### src/rtl/aidan_mcnay_div_arbiter_pkg.sv
`default_nettype none
// ============================================================================
// Module : aidan_mcnay_div_arbiter_pkg
// Brief  : Shared state encodings and requester ids for the divider arbiter.
// Rev    : 1.0
// ============================================================================
package aidan_mcnay_div_arbiter_pkg;

    typedef enum logic [1:0] {
        IDLE       = 2'd0,
        GRANT_REQ  = 2'd1,
        GRANT_RESP = 2'd2
    } state_t;

    localparam logic REQ0 = 1'b0;
    localparam logic REQ1 = 1'b1;

endpackage
`default_nettype wire

### src/rtl/aidan_mcnay_rr_pick2.sv
`default_nettype none
// ============================================================================
// Module : aidan_mcnay_rr_pick2
// Brief  : Combinational 2-way round-robin picker; prio breaks ties.
// Rev    : 1.0
// ============================================================================
module aidan_mcnay_rr_pick2
    import aidan_mcnay_div_arbiter_pkg::*;
(
    input  logic val0,
    input  logic val1,
    input  logic prio,
    output logic any,
    output logic winner
);

    always_comb begin
        any    = val0 | val1;
        winner = (val0 && val1) ? prio : (val1 ? REQ1 : REQ0);
    end

endmodule
`default_nettype wire

### src/rtl/aidan_mcnay_div_arbiter.sv
`default_nettype none
// ============================================================================
// Module : aidan_mcnay_div_arbiter
// Brief  : Round-robin arbiter sharing one iterative divider between two users.
// Rev    : 1.0
// ============================================================================
module aidan_mcnay_div_arbiter
    import aidan_mcnay_div_arbiter_pkg::*;
#(
    parameter int nbits = 16
) (
    input  logic             clk,
    input  logic             reset,

    input  logic             req0_istream_val,
    output logic             req0_istream_rdy,
    input  logic [nbits-1:0] req0_dividend,
    input  logic [nbits-1:0] req0_divisor,
    output logic             req0_ostream_val,
    input  logic             req0_ostream_rdy,
    output logic [nbits-1:0] req0_result,

    input  logic             req1_istream_val,
    output logic             req1_istream_rdy,
    input  logic [nbits-1:0] req1_dividend,
    input  logic [nbits-1:0] req1_divisor,
    output logic             req1_ostream_val,
    input  logic             req1_ostream_rdy,
    output logic [nbits-1:0] req1_result,

    output logic             div_istream_val,
    input  logic             div_istream_rdy,
    output logic [nbits-1:0] div_dividend,
    output logic [nbits-1:0] div_divisor,
    input  logic             div_ostream_val,
    output logic             div_ostream_rdy,
    input  logic [nbits-1:0] div_result,

    output logic             grant_id,
    output logic             busy
);

    state_t r_state;
    logic   r_grant_id;
    logic   r_prio;

    logic   w_any;
    logic   w_winner;
    logic   w_g_ival;
    logic   w_g_ordy;

    aidan_mcnay_rr_pick2 u_pick (
        .val0   (req0_istream_val),
        .val1   (req1_istream_val),
        .prio   (r_prio),
        .any    (w_any),
        .winner (w_winner)
    );

    assign w_g_ival = (r_grant_id == REQ1) ? req1_istream_val : req0_istream_val;
    assign w_g_ordy = (r_grant_id == REQ1) ? req1_ostream_rdy : req0_ostream_rdy;

    // Results fan out unqualified; only the grantee's ostream_val marks them live.
    assign req0_result  = div_result;
    assign req1_result  = div_result;
    assign div_dividend = (r_grant_id == REQ1) ? req1_dividend : req0_dividend;
    assign div_divisor  = (r_grant_id == REQ1) ? req1_divisor  : req0_divisor;
    assign grant_id     = r_grant_id;
    assign busy         = (r_state != IDLE);

    always_comb begin
        div_istream_val  = 1'b0;
        div_ostream_rdy  = 1'b0;
        req0_istream_rdy = 1'b0;
        req1_istream_rdy = 1'b0;
        req0_ostream_val = 1'b0;
        req1_ostream_val = 1'b0;
        case (r_state)
            GRANT_REQ: begin
                div_istream_val  = w_g_ival;
                req0_istream_rdy = (r_grant_id == REQ0) & div_istream_rdy;
                req1_istream_rdy = (r_grant_id == REQ1) & div_istream_rdy;
            end
            GRANT_RESP: begin
                div_ostream_rdy  = w_g_ordy;
                req0_ostream_val = (r_grant_id == REQ0) & div_ostream_val;
                req1_ostream_val = (r_grant_id == REQ1) & div_ostream_val;
            end
            default: ;
        endcase
    end

    always_ff @(posedge clk) begin
        if (reset) begin
            r_state    <= IDLE;
            r_grant_id <= REQ0;
            r_prio     <= REQ0;
        end else begin
            case (r_state)
                IDLE: begin
                    if (w_any) begin
                        r_grant_id <= w_winner;
                        r_state    <= GRANT_REQ;
                    end
                end
                GRANT_REQ: begin
                    // A withdrawn request is dropped without touching priority.
                    if (w_g_ival && div_istream_rdy)
                        r_state <= GRANT_RESP;
                    else if (!w_g_ival)
                        r_state <= IDLE;
                end
                GRANT_RESP: begin
                    if (div_ostream_val && w_g_ordy) begin
                        r_state <= IDLE;
                        r_prio  <= ~r_grant_id;
                    end
                end
                default: r_state <= IDLE;
            endcase
        end
    end

endmodule
`default_nettype wire

### config.mk
export PLATFORM = sky130hd
export DESIGN_NAME = aidan_mcnay_div_arbiter
export DESIGN_NICKNAME = d
export VERILOG_FILES = /design/src/rtl/aidan_mcnay_div_arbiter_pkg.sv /design/src/rtl/aidan_mcnay_rr_pick2.sv /design/src/rtl/aidan_mcnay_div_arbiter.sv
export SDC_FILE = /design/constraint.sdc
export NUM_CORES = 1
export LEC_CHECK = 0
export BUFFER_PORTS_ARGS = -buffer_cell sky130_fd_sc_hd__buf_2
export CAP_MARGIN = 30
export CORE_MARGIN = 2
export CORE_UTILIZATION = 25
export CTS_CLUSTER_DIAMETER = 40
export CTS_CLUSTER_SIZE = 12
export DETAILED_ROUTE_END_ITERATION = 10
export PLACE_DENSITY = 0.78
export RECOVER_POWER = 25
export SETUP_SLACK_MARGIN = 0.2
export SLEW_MARGIN = 0
export SYNTH_ARGS = -nofsm -noshare
export SYNTH_HDL_FRONTEND = slang
export SYNTH_HIERARCHICAL = 1
export SYNTH_SLANG_ARGS = --single-unit
### constraint.sdc
create_clock -name clk -period 1 [get_ports clk]
set_input_delay 0.1 -clock clk [delete_from_list [all_inputs] [get_ports clk]]
set_output_delay 0.1 -clock clk [all_outputs]
set_load 0.1 [all_outputs]
==> impl_metrics.toml <==
[status]
outcome = "finished, violations left"
violated_checks = "setup timing"

[worst_setup_path]
timing.reg2reg.worst_path_depth = 5
timing.rr.start = "grant_id"
max_stage_delay_ns = 0.37
cp_cell_sequence = "buf_12 -> buf_12 -> mux2_4 -> buf_12"
r2r-end = "r_prio"
critical_path.endpoint_type = "output pin"
reg_to_reg_slack_setup_ns = -0.24
timing.critical_path.fanout_max = 11
setup.worst_path.end = "div_dividend[13]"
cell_with_the_largest_stage_delay_on_the_worst_path = "dfxtp_4"
launching_instance_or_port_of_the_critical_path = "grant_id"
critPathLaunchType = "flip-flop"
critical_path.most_common_cell = "buf_12"
critical_path_class = "flip-flop to output pin"
critPathArrivalTime_ns = 1.34
cp_data_required_time_ns = 0.90

[drt]
postRouteAntennaNets = 0
wl_per_cell_um = 14.17
routed_via_density = 4.352
routed_wirelength_mm = 3.543
drt_drc_violations_left = 0
drtIter0Drc = 35
drt_pre_antenna_iters = 3
route.vias.total = 1088

[sta]
timing_hold_violations_final = 0
unrepaired_setup_endpoints_after_global_routing = "true"
max_clock_freq_ghz = 0.6933
post_route_setup_tns_ns = -16.59
clock_skew_ns = 0.005874
post-route-period-util = 1.442
maxSlewViolCount = 0
finalWorstSetupSlack_ns = -0.4425
final_critical_delay_including_setup_and_external_delays_ns = 1.442
finalSetupViolCount = 44
timing.slew.headroom = 0.7983
tightest_slew_ns = 0.3012

[clocking]
cts_tree = "done"
clockRootBuffer = "clkbuf_8"
ctsHtreeMaxLevel = 1
worst_setup_hold_path_clk_slew_ns = 0.04
cts-buffers-inserted = 3
clock_sink_count = 4
cts_buffer_depth = 2
worst_skew_pair.late_latency_ns = 0.22

[final_layout]
areaGrowthSynthToFinish_pct = 152.6
fillers = 284
design.final.nets = 291
layout.cell_area.non_filler_um2 = 2330
post_route_cells_drive_above_1_share = 0.9307
antenna_cells_inserted = 0

[floorplanning]
floorplan.initialDensity = 0.2557
rows = 22
die_y_um = 64.74
die_w_um = 64.74
fp.dieArea_um2 = 4191
core_region_area_um2 = 3606
io-pin-count = 160

[yosys]
ys.flop_type = "dfxtp_1"
synth_enable_flop_cells = 0
synth.largest_area_cell = "mux2_2"
number_of_distinct_library_cells_after_synthesis = 27
ys_seq_elements = 4
average_instance_area_after_synthesis_um2 = 8.953
synth_top_area_frac = 0.3908
netlist_instances = 103
synth.cells.most_frequent = "32 x buf_4, 32 x mux2_2, 4 x dfxtp_1"
synthTopCellsByArea = "mux2_2 39%, buf_4 26%, dfxtp_1 8.7%"
async_reset_ff_frac = 0
number_of_nets_produced_by_synthesis = 191
seq_area_frac_synth = 0.08684
yosys_warnings = 6
post_synth_instance_area_um2 = 922.1

[pwr]
netSwitchingPower_mw = 1.255
pwr-share-comb = 0.785
p_leak_nw = 1.129
power_report.internal_total_mw = 1.260
power.share.switching = 0.4990
power-per-cell-area_nw_per_um2 = 1080
pwr-share-seq = 0.071
power.ir.vdd_worst_mv = 0.6338
clkPwrFrac = 0.144

[placement]
gp_congestion = 0.7413
hpwl_mm = 2.893
place_worst_setup_slack_ns = -0.2551
port_buffers = 111
placed_area_um2 = 1996

[flow_run]
max_cap_viol_count = 0

[grt]
first_global_vias = 1165
groute.usage.overall = 0.1609
grt.overflow.total = 0
grt_first_pass_wirelength_mm = 5.299
grt_max_degree = 12
antenna_found_initial = 0

[worst_hold_path]
worstHoldPathType = "primary input to flip-flop"
## area by class of cell
cell class	instances	area, um2	share of cell area
timing repair buffer	132	1366	0.5865
multi-input combinational	59	758.2	0.3255
sequential	4	88.84	0.03813
tap	48	60.06	0.02578
clock buffer	4	45.04	0.01933
inverter	3	11.26	0.004834
## placed cells by master (no fill, tap or decap), drive strengths merged, types with 2 or more instances in the layout
cell,n
buf,132
or2,2
mux2,33
dfxtp,4
nor2b,3
and3,2
nor2,3
inv,3
mux2i,2
nand2,2
clkbuf,4
## sequential cells by signal, summed over array words and instances, names as in the netlist
signal and flops:
r_state 2, grant_id 1, r_prio 1
## power by group through the flow
stage,logic (mW),registers [mW],clock network [mW]
5_1_grt,2.04,0.181,0.385
4_1_cts,1.95,0.179,0.373
2_1_floorplan,1.76,0.196,0
6_report,1.97,0.179,0.362
3_5_place_dp,1.81,0.190,0
3_3_place_gp,1.79,0.189,0
## kinds of logic after synthesis
| kind of cell | synth area share |
|---|---|
| AOI/OAI and AO/OA | 0.05020 |
| buffers and inverters | 0.3134 |
| DFF | 0.08684 |
| muxes | 0.4288 |
| and+or+nand+nor | 0.1208 |
## through the flow
stage               hold slack, ns  utilization  cells  total power, mW
floorplan                   0.1627            -    103            1.952
global placement            0.2011       0.5534    233            1.981
detailed placement          0.2011       0.5534    233            2.001
CTS                         0.1027       0.6253    246            2.501
global route                0.1307       0.6461    250            2.601
finish                      0.1263       0.6461    250            2.515
## metal layers
metal	vias up	track usage	routed length (um)
met4	0	0.05319	12
met1	487	0.1583	1080
li1	520	-	-
met3	6	0.05208	410
met5	-	0	0
met2	75	0.3119	2039
## timing repair
item | in CTS | in global routing
hold buffers | 0 | 0
endpoints found under the setup margin | 44 | 44
pin swaps | 5 | 3
setup buffers | 9 | 4
gates resized for setup | 37 | 9
## critical path: cells and delay by family (launching register included)
kind                   cells  cell delay (ns)
buffers and inverters      3             0.43
multiplexers               1             0.32
flip-flops                 1             0.37
## how the worst min path moves through the flow
| stage | from | endpoint | slack (ns) | cells after the start |
|---|---|---|---|---|
| 2_1_floorplan | reset | grant_id | 0.16 | 1 |
| 3_3_place_gp | div_result[10] | req0_result[10] | 0.20 | 0 |
| 3_5_place_dp | div_result[10] | req0_result[10] | 0.20 | 0 |
| 4_1_cts | reset | grant_id | 0.10 | 2 |
| 5_1_grt | reset | r_state[1] | 0.13 | 2 |
| 6_report | reset | r_state[1] | 0.13 | 2 |
Note: power is estimated with default switching activity, not from simulation.
